===== config.mk =====
export PLATFORM = sky130hd
export DESIGN_NAME = tree_plru_sets
export DESIGN_NICKNAME = d
export VERILOG_FILES = /design/src/rtl/plru_pkg.sv /design/src/rtl/plru_tree_walk.sv /design/src/rtl/tree_plru_sets.sv
export SDC_FILE = /design/constraint.sdc
export NUM_CORES = 1
export LEC_CHECK = 0
export BUFFER_PORTS_ARGS = -buffer_cell sky130_fd_sc_hd__buf_2
export CAP_MARGIN = 20
export CORE_ASPECT_RATIO = 1.2
export CORE_MARGIN = 4
export CORE_UTILIZATION = 60
export DETAILED_ROUTE_END_ITERATION = 10
export PLACE_DENSITY_LB_ADDON = 0.12
export SYNTH_ARGS = -nofsm -noshare
export SYNTH_HDL_FRONTEND = slang
export SYNTH_SLANG_ARGS = --single-unit

===== constraint.sdc =====
create_clock -name clk -period 35.5 [get_ports clk]
set_clock_uncertainty 0.05 [all_clocks]
set_input_delay 0 -clock clk [delete_from_list [all_inputs] [get_ports clk]]
set_output_delay 0 -clock clk [all_outputs]
set_load 0.01 [all_outputs]

===== src/rtl/plru_pkg.sv =====
// Shared types and heap-index helpers for the tree pseudo-LRU block.
// Node n has children 2n+1 (lower ways) and 2n+2 (upper ways); leaves follow the NUM_WAYS-1 nodes.
package plru_pkg;

   typedef enum logic {
      ST_IDLE  = 1'b0,
      ST_FLUSH = 1'b1
   } flush_state_e;

   function automatic int node_parent(input int n);
      return (n - 1) / 2;
   endfunction

   function automatic int node_child(input int n, input logic upper);
      return 2 * n + 1 + int'(upper);
   endfunction

   function automatic int leaf_to_node(input int way, input int num_ways);
      return num_ways - 1 + way;
   endfunction

endpackage


===== src/rtl/plru_tree_walk.sv =====
// Combinational victim walk over one set's PLRU node bits, root to leaf.
// With PLRU_WAY_LOCK_EN defined, fully locked subtrees are steered around.
module plru_tree_walk
   import plru_pkg::*;
#(
   parameter int NUM_WAYS = 32,
   parameter int WAY_W    = 5
) (
   input  logic [NUM_WAYS-2:0] node_bits_i,
`ifdef PLRU_WAY_LOCK_EN
   input  logic [NUM_WAYS-1:0] lock_mask_i,
   output logic                all_locked_o,
`endif
   output logic [WAY_W-1:0]    way_o
);

`ifdef PLRU_WAY_LOCK_EN
   assign all_locked_o = &lock_mask_i;

   always_comb begin
      logic [2*NUM_WAYS-2:0] full_lock;
      int   n;
      logic dir;
      full_lock = '0;
      for (int w = 0; w < NUM_WAYS; w++) begin
         full_lock[leaf_to_node(w, NUM_WAYS)] = lock_mask_i[w];
      end
      // Children always sit at higher indices, so a descending sweep builds subtree ANDs bottom-up.
      for (int k = NUM_WAYS - 2; k >= 0; k--) begin
         full_lock[k] = full_lock[node_child(k, 1'b0)] & full_lock[node_child(k, 1'b1)];
      end
      n = 0;
      for (int lvl = 0; lvl < WAY_W; lvl++) begin
         dir = node_bits_i[n];
         if (!all_locked_o && full_lock[node_child(n, dir)]) begin
            dir = ~dir;
         end
         n = node_child(n, dir);
      end
      way_o = WAY_W'(n - (NUM_WAYS - 1));
   end
`else
   always_comb begin
      int n;
      n = 0;
      for (int lvl = 0; lvl < WAY_W; lvl++) begin
         n = node_child(n, node_bits_i[n]);
      end
      way_o = WAY_W'(n - (NUM_WAYS - 1));
   end
`endif

endmodule


===== src/rtl/tree_plru_sets.sv =====
// Tree pseudo-LRU replacement state for NUM_SETS independent sets, with a one-set-per-cycle flush.
// Define PLRU_WAY_LOCK_EN to add the lock_mask input and all_locked output.
module tree_plru_sets
   import plru_pkg::*;
#(
   parameter  int NUM_WAYS = 32,
   parameter  int NUM_SETS = 1,
   localparam int WAY_W    = (NUM_WAYS > 2) ? $clog2(NUM_WAYS) : 1,
   localparam int SET_W    = (NUM_SETS > 2) ? $clog2(NUM_SETS) : 1
) (
   input  logic                clk,
   input  logic                rst_n,
   input  logic                update_en,
   input  logic [SET_W-1:0]    acc_set,
   input  logic                read_access,
   input  logic [WAY_W-1:0]    read_way,
   input  logic                write_access,
   input  logic [WAY_W-1:0]    write_way,
   input  logic [SET_W-1:0]    lkp_set,
   input  logic                flush_req,
`ifdef PLRU_WAY_LOCK_EN
   input  logic [NUM_WAYS-1:0] lock_mask,
   output logic                all_locked,
`endif
   output logic [WAY_W-1:0]    lru_way,
   output logic                busy
);

   localparam int NODES = NUM_WAYS - 1;

   flush_state_e     state_q;
   logic [SET_W-1:0] flush_cnt_q;
   logic             busy_q;

   logic [NODES-1:0] tree_q [NUM_SETS];
   logic [NODES-1:0] tree_d [NUM_SETS];

   logic             do_update;
   logic [WAY_W-1:0] upd_way;
   logic [NODES-1:0] path_mask;
   logic [NODES-1:0] path_val;
   logic [WAY_W-1:0] walk_way;

   assign do_update = update_en & (read_access | write_access) & (state_q == ST_IDLE);
   assign upd_way   = read_access ? read_way : write_way;

   // NOTE: every variable written here gets a value before any branch, so no latch can be inferred.
   always_comb begin
      int n;
      int p;
      path_mask = '0;
      path_val  = '0;
      n = leaf_to_node(int'(upd_way), NUM_WAYS);
      for (int lvl = 0; lvl < WAY_W; lvl++) begin
         p = node_parent(n);
         path_mask[p] = 1'b1;
         // Arriving from the lower child means the victim must now come from the upper side.
         path_val[p]  = (n == node_child(p, 1'b0));
         n = p;
      end
   end

   always_comb begin
      tree_d = tree_q;
      if (state_q == ST_FLUSH) begin
         tree_d[flush_cnt_q] = '0;
      end else if (do_update) begin
         tree_d[acc_set] = (tree_q[acc_set] & ~path_mask) | (path_val & path_mask);
      end
   end

   // NOTE: the node-bit array is reset because reset must leave every set with victim way 0.
   always_ff @(posedge clk) begin
      if (!rst_n) begin
         for (int s = 0; s < NUM_SETS; s++) begin
            tree_q[s] <= '0;
         end
      end else begin
         tree_q <= tree_d;
      end
   end

   // NOTE: state registers use non-blocking assignment so every flop samples pre-edge values.
   always_ff @(posedge clk) begin
      if (!rst_n) begin
         state_q     <= ST_IDLE;
         flush_cnt_q <= '0;
         busy_q      <= 1'b0;
      end else begin
         case (state_q)
            ST_IDLE: begin
               if (flush_req) begin
                  state_q     <= ST_FLUSH;
                  flush_cnt_q <= '0;
                  busy_q      <= 1'b1;
               end
            end
            ST_FLUSH: begin
               if (flush_cnt_q == SET_W'(NUM_SETS - 1)) begin
                  state_q     <= ST_IDLE;
                  flush_cnt_q <= '0;
                  busy_q      <= 1'b0;
               end else begin
                  flush_cnt_q <= flush_cnt_q + 1'b1;
               end
            end
            default: begin
               state_q <= ST_IDLE;
               busy_q  <= 1'b0;
            end
         endcase
      end
   end

   plru_tree_walk #(
      .NUM_WAYS (NUM_WAYS),
      .WAY_W    (WAY_W)
   ) u_walk (
      .node_bits_i  (tree_q[lkp_set]),
`ifdef PLRU_WAY_LOCK_EN
      .lock_mask_i  (lock_mask),
      .all_locked_o (all_locked),
`endif
      .way_o        (walk_way)
   );

   assign lru_way = busy_q ? '0 : walk_way;
   assign busy    = busy_q;

endmodule


==> impl_results.md, run 1 <==
- Total GRT Usage: 0.363
- Post-synth EDFFs: 0
- Drt initial violations: between 1.5k and 2k
- Combinational fraction of design power: 0.881
- RePlAce Congestion: a little over 1
- Post-synth top flop: dfxtp_1
- Fin Setup TNS: 0 ns
- Vias in the first global route: 12.8k
- Clock power frac: 0.069
- Fin nets: ~1.7k
- Fmax: roughly 0.052 GHz
- Sw Pwr: between 500 and 600 uW
- Post-DP Area: between 10,000 and 15,000 sq um
- CP dominant cell by count: ha_1
- Most common cell after layout, fill and taps aside: nand2_1
- CTS H-tree depth: 2
- Sequential cell area: 661 sq um
- #FFs+latches synth: 33
- Slew Viols, Final: 12
- Mapped cell area: roughly 12,000 sq um
- Worst-margin pin slew: approximately 1.7 ns
- Clk_lat worst skew: 0.28 ns
- Die ar.: 22,300 sq um
- Antenna Nets Post-Route: 0
- Mapped Cells: about 1.7k
- Required @ worst endpoint: ~36 ns
- First-pass GRT wire length: approximately 67,000 microns
- Clock Path Buffers: 2
- Hold WC Path Type: in2reg
- Worst path max stage delay: 0.73 ns
- DRC viols: 0
- I/O Buffers: 22
- Most frequent cells in the layout: 145 x nand2_1, 143 x nor2_1, 117 x nand3_1
- Clk pin slew, worst setup/hold paths: roughly 0.06 ns
- Clock tree from TritonCTS: done
- Row cnt: 56
- Power Internal: 246 uW
- CORE AREA: about 20,000 sq um
- Io pins: 24
- Seq pwr share: 0.050
- CP Capture Type: flop
- Die Span X: between 100 and 150 microns
- Total grt overflow: 0
- Max-Cap Viols: 0
- Failing checks: max-slew violations
- Cts repair resizes: 0
- Sw frac: 0.672
- Initial antenna violation count: 1
- P_leak: around 4.2 nW
- Die H: around 160 microns
- Period minus WS final: 19.11 ns
- Setup CP Type: in2reg
- Final Hold Fails: 0
- Max FO, Critical Path: 27
- Dpl ws: 16.69 ns
- Ratio of cells with drive above 1 in the final layout: 0.106
- Clock Sinks: 33
- Syn Area/Cell: roughly 7 sq um
- HPWL Detailed: 32,000 microns
- Design area: 12,400 sq um
- Share of flip-flops with an asynchronous set or reset: 0
- CTS buffer count: 5
- Unrepaired setup endpoints after global routing: false
- Total number of vias: 14.1k
- PwrDens: a little over 60 nW/um^2
- Max stage delay cell, worst path: nor3_1
- Sequential cell area fraction in the yosys report: 0.0552
- Period utilization: 0.538
- Setup Fix Bufs, Post-CTS: 0
- WP data arrival: about 19 ns
- Multi-input logic area: 10,800 sq um
- DR vias/cell: a little over 7
- Clock Tree Root: clkbuf_16
- Slew margin rel.: -0.123
- Synth cell types: roughly 120
- Status: complete, but fails checks
- Layout area overhead: 3.36%
- # setup viols final: 0
- Antenna Cells: 0
- Fillers: between 1.5k and 2k
- Final setup margin: approximately 16 ns
- Mean routed wirelength per cell: between 20 and 25 microns
- VDD IR-drop max: 0.000113 V
- Routed WL: 41,400 microns
- Largest net degree at the start of global routing: 32
- Initial Util: 0.612
- Number of iterations in the first detailed-routing pass: 7
- Ys Warns: 0
- Hold buffer count at CTS: 1
- Startpoint Class: input port
## kinds of logic after synthesis
group / share of synthesized area
DFF: 0.0552
other: 0.000628
xor gates and xnor gates: 0.102
and+or+nand+nor: 0.347
muxes: 0.0916
AOI/OAI and AO/OA: 0.317
buffers and inverters: 0.0439
adders and majority gates: 0.0429
## Yosys cell counts (28+ instances only)
cell type	number	share of area
dfxtp_1	33	0.055
inv_1	29	0.0091
a21oi_1	87	0.036
and3_1	35	0.018
o211ai_1	28	0.018
a31oi_1	36	0.019
nor2_1	143	0.045
nor4_1	41	0.021
xnor2_1	82	0.060
nor3_1	92	0.038
o21ai_0	76	0.032
ha_1	41	0.043
nand2_1	145	0.045
mux2i_1	50	0.042
nand4_1	46	0.024
clkbuf_1	69	0.022
nand3_1	117	0.049
## worst max-delay path, delay by kind of cell
family | cells | cell delay [ns]
AND/OR/NAND/NOR | 27 | 7.97
AO/OA/AOI/OAI | 16 | 4.74
adder cells (fa/ha/maj) | 9 | 2.91
buffers and inverters | 8 | 1.69
XOR/XNOR | 5 | 1.41
multiplexers | 1 | 0.44
## layer usage
metal  wire length (microns)  track usage
met2                   18800        0.601
met3                    3060       0.0402
met1                   16400        0.456
met4                    3070        0.206
met5                       7            0
## area by class of cell
cell class              instances  area share
multi-input cells            1563       0.877
flip-flops and latches         33      0.0534
well taps                     261      0.0264
repair buffers                 40      0.0200
clock buffers                   7      0.0115
inverters                      31     0.00941
clock inverters                 1     0.00243
## path summary, 6_finish.rpt
check                          startpoint                 endpoint  slack, ns  cells past startpoint
setup reg to reg       state_q$_SDFF_PP0_   tree_q[8]$_SDFFE_PN0P_      33.08                      7
hold reg to reg   tree_q[23]$_SDFFE_PN0P_  tree_q[23]$_SDFFE_PN0P_       0.45                      1
setup / recovery              read_access  tree_q[13]$_SDFFE_PN0P_      16.39                     66
hold / removal                    acc_set  tree_q[26]$_SDFFE_PN0P_       0.25                      5
## power groups by stage
stage | registers (mW) | clock network, mW | logic (mW)
global route | 0.0377 | 0.0533 | 0.716
finish | 0.0376 | 0.0518 | 0.661
floorplan | 0.0383 | 0 | 0.484
CTS | 0.0377 | 0.0515 | 0.631
global placement | 0.0384 | 0 | 0.619
detailed placement | 0.0385 | 0 | 0.628
## stage by stage
step / util / instances / power, mW / hold WS [ns]
global route: 0.633 / 1936 / 0.807 / 0.256
detailed placement: 0.623 / 1927 / 0.666 / 0.183
finish: 0.633 / 1936 / 0.751 / 0.252
floorplan: - / 1720 / 0.522 / 0.0622
CTS: 0.633 / 1936 / 0.720 / 0.239
global placement: 0.623 / 1926 / 0.657 / 0.179
## flip-flops by register name (all words and copies together) (netlist names)
| name | flops |
|---|---|
| tree_q | 31 |
| state_q | 1 |
| busy | 1 |
Power figures use the tool's default switching activity.
==> run 2: changes to the inputs <==
clock period = 17.9 ns   (was 35.5 ns; I/O delays follow)
==> run 2 against run 1 <==
Effect of this change:
- the flow still finishes with violations (max-slew violations)
- sequential power up 99%
- utilization up 0.49 points
- register-to-register slack worse by 18 ns
- clock power up 64%
- global-route usage up 0.30 points
- wire length up 0.42%
- non-clock buffer count up 14
- hold slack worse by 0.0030 ns
- largest cell class unchanged
- highest routed layer is now met4
==> impl_results.md, run 2 (synthesis gave the netlist of run 1 again) <==
- Fin Setup TNS: 0 ns (unchanged)
- Startpoint Class: input port
- Clock tree from TritonCTS: done
- Final std cells w/o fill: 1,949 (+0.67%)
- Max stage delay cell, worst path: nor4_1
- Period utilization: 0.923
- Failing checks: max-slew violations
- Post-Place Cells: 1,941 (+0.73%)
- Final setup margin: 1.39 ns (-15.01 ns)
- HPWL Detailed: 32,500 microns (+1.3%)
- Antenna Cells: 0 (unchanged)
- Clk_lat worst skew: 0.28 ns (about the same)
- Fillers: 1,811 (-0.93%)
- Io pins: 24 (unchanged)
- Total number of vias: 14.1k (+0.092%)
- Unrepaired setup endpoints after global routing: false
- Max-Cap Viols: 0 (unchanged)
- Row cnt: 56 (unchanged)
- Most frequent cells in the layout: 145 x nand2_1, 143 x nor2_1, 117 x nand3_1
- WP data arrival: 16.60 ns (-2.59 ns)
- Die H: 163 microns (unchanged)
- Status: complete, but fails checks
- Drt initial violations: 1,639 (-5.8%)
- Clock Sinks: 33 (unchanged)
- Die ar.: 22,300 sq um (unchanged)
- Fin nets: 1,747 (+0.81%)
- Total grt overflow: 0 (unchanged)
- Worst-margin pin slew: 1.73 ns (+0.0466 ns)
- Fmax: 0.0606 GHz
- First-pass GRT wire length: 66,800 microns (+0.40%)
- Dpl ws: 1.13 ns (-15.56 ns)
- Worst Setup SP: read_access
- Worst path max stage delay: 0.56 ns (-0.17 ns)
- Largest register FFs: 31 (unchanged)
- Largest register by flop count: tree_q
- Most common cell after layout, fill and taps aside: nand2_1
- CTS H-tree depth: 2 (unchanged)
- Routed WL: 41,500 microns (+0.42%)
- Hold WC Path Type: in2reg
- Final Hold Fails: 0 (unchanged)
- Largest net degree at the start of global routing: 32 (unchanged)
- Initial antenna violation count: 0 (-1)
- P_leak: 4.26 nW (+1.4%)
- Period minus WS final: between 15 and 20 ns
- Slew Viols, Final: 12 (unchanged)
- DRC viols: 0 (unchanged)
- RePlAce Congestion: 0.990 (-1.5%)
- Hold Startpoint: acc_set
- CTS buffer count: 5 (unchanged)
- Required @ worst endpoint: 17.99 ns (-17.60 ns)
- DR vias/cell: 7.23 (-0.58%)
- CP dominant cell by count: ha_1
- I/O Buffers: 22 (unchanged)
- VDD IR-drop max: 0.000177 V (+56%)
- Setup CP Type: in2reg
- Slew margin rel.: -0.154 (-0.0311)
- Die Span X: 137 microns (unchanged)
- Mean routed wirelength per cell: 21.3 microns (-0.25%)
- Layout area overhead: 4.16%
- Vias in the first global route: 13.0k (+1.6%)
- Total GRT Usage: 0.366 (+0.00302)
- # setup viols final: 0 (unchanged)
- CP Capture Type: flop
- Number of iterations in the first detailed-routing pass: 6 (-1)
- Clock Path Buffers: 2 (unchanged)
- Initial Util: 0.612 (unchanged)
- Reg-to-reg startpoint: state_q$_SDFF_PP0_
- Setup Fix Bufs, Post-CTS: 0 (unchanged)
- PwrDens: 120 nW/um^2 (+98%)
- Antenna Nets Post-Route: 0 (unchanged)
- Clock Tree Root: clkbuf_16
- CORE AREA: 19,500 sq um (unchanged)
- Ratio of cells with drive above 1 in the final layout: 0.115 (+0.00926)
- Clk pin slew, worst setup/hold paths: 0.05 ns (about the same)
- Max FO, Critical Path: 27 (unchanged)
[run 2: final timing paths]
check,to,cells after the start,slack (ns)
worst max-delay path,tree_q[7]$_SDFFE_PN0P_,67,1.39
worst min-delay path,tree_q[26]$_SDFFE_PN0P_,5,0.25
worst max register to register,tree_q[8]$_SDFFE_PN0P_,7,15.55
worst min register to register,tree_q[20]$_SDFFE_PN0P_,1,0.46
[run 2: layer usage]
metal / global-route usage / routed length, microns / up-vias
met5: 0 / 0 / -
met4: 0.190 / 2770 / 0
met3: 0.0479 / 3070 / 183
met2: 0.612 / 19400 / 683
met1: 0.458 / 16300 / 6602
li1: - / - / 6615
[run 2: cell type report]
| class | count | area, sq um | area share |
|---|---|---|---|
| tap | 261 | 327 | 0.0262 |
| multi-input combinational | 1563 | 10900 | 0.872 |
| clock buffer | 7 | 143 | 0.0114 |
| sequential | 33 | 661 | 0.0530 |
| timing repair buffer | 54 | 353 | 0.0283 |
| inverter | 31 | 116 | 0.00934 |
[run 2: through the flow]
| stage | instance area (sq um) | total power, mW | hold slack, ns | util |
|---|---|---|---|---|
| 2_1_floorplan | 12000 | 1.04 | 0.0622 | - |
| 3_5_place_dp | 12300 | 1.33 | 0.183 | 0.629 |
| 3_3_place_gp | 12300 | 1.32 | 0.180 | 0.629 |
| 4_1_cts | 12400 | 1.43 | 0.243 | 0.636 |
| 6_report | 12500 | 1.50 | 0.249 | 0.638 |
| 5_1_grt | 12500 | 1.60 | 0.275 | 0.638 |
[run 2: power breakdown]
group | leakage, nW | total (mW) | internal (mW) | switching (mW)
logic | 3.92 | 1.34 | 0.349 | 0.986
clock network | 0.0700 | 0.0852 | 0.0546 | 0.0307
registers | 0.266 | 0.0748 | 0.0739 | 0.000864
[run 2: what timing repair did]
action                                  in CTS  in global routing
endpoints found under the setup margin       0                 31
resized for setup                            0                  4
endpoints found under the hold margin        2                  0
hold buffers                                 1                  0
[run 2: critical path: cells and delay by family]
kind | cells | cell delay, ns
buffers and inverters | 9 | 1.73
AO/OA/AOI/OAI | 16 | 3.64
multiplexers | 1 | 0.37
adder cells (fa/ha/maj) | 9 | 2.53
XOR/XNOR | 5 | 1.40
AND/OR/NAND/NOR | 27 | 6.85
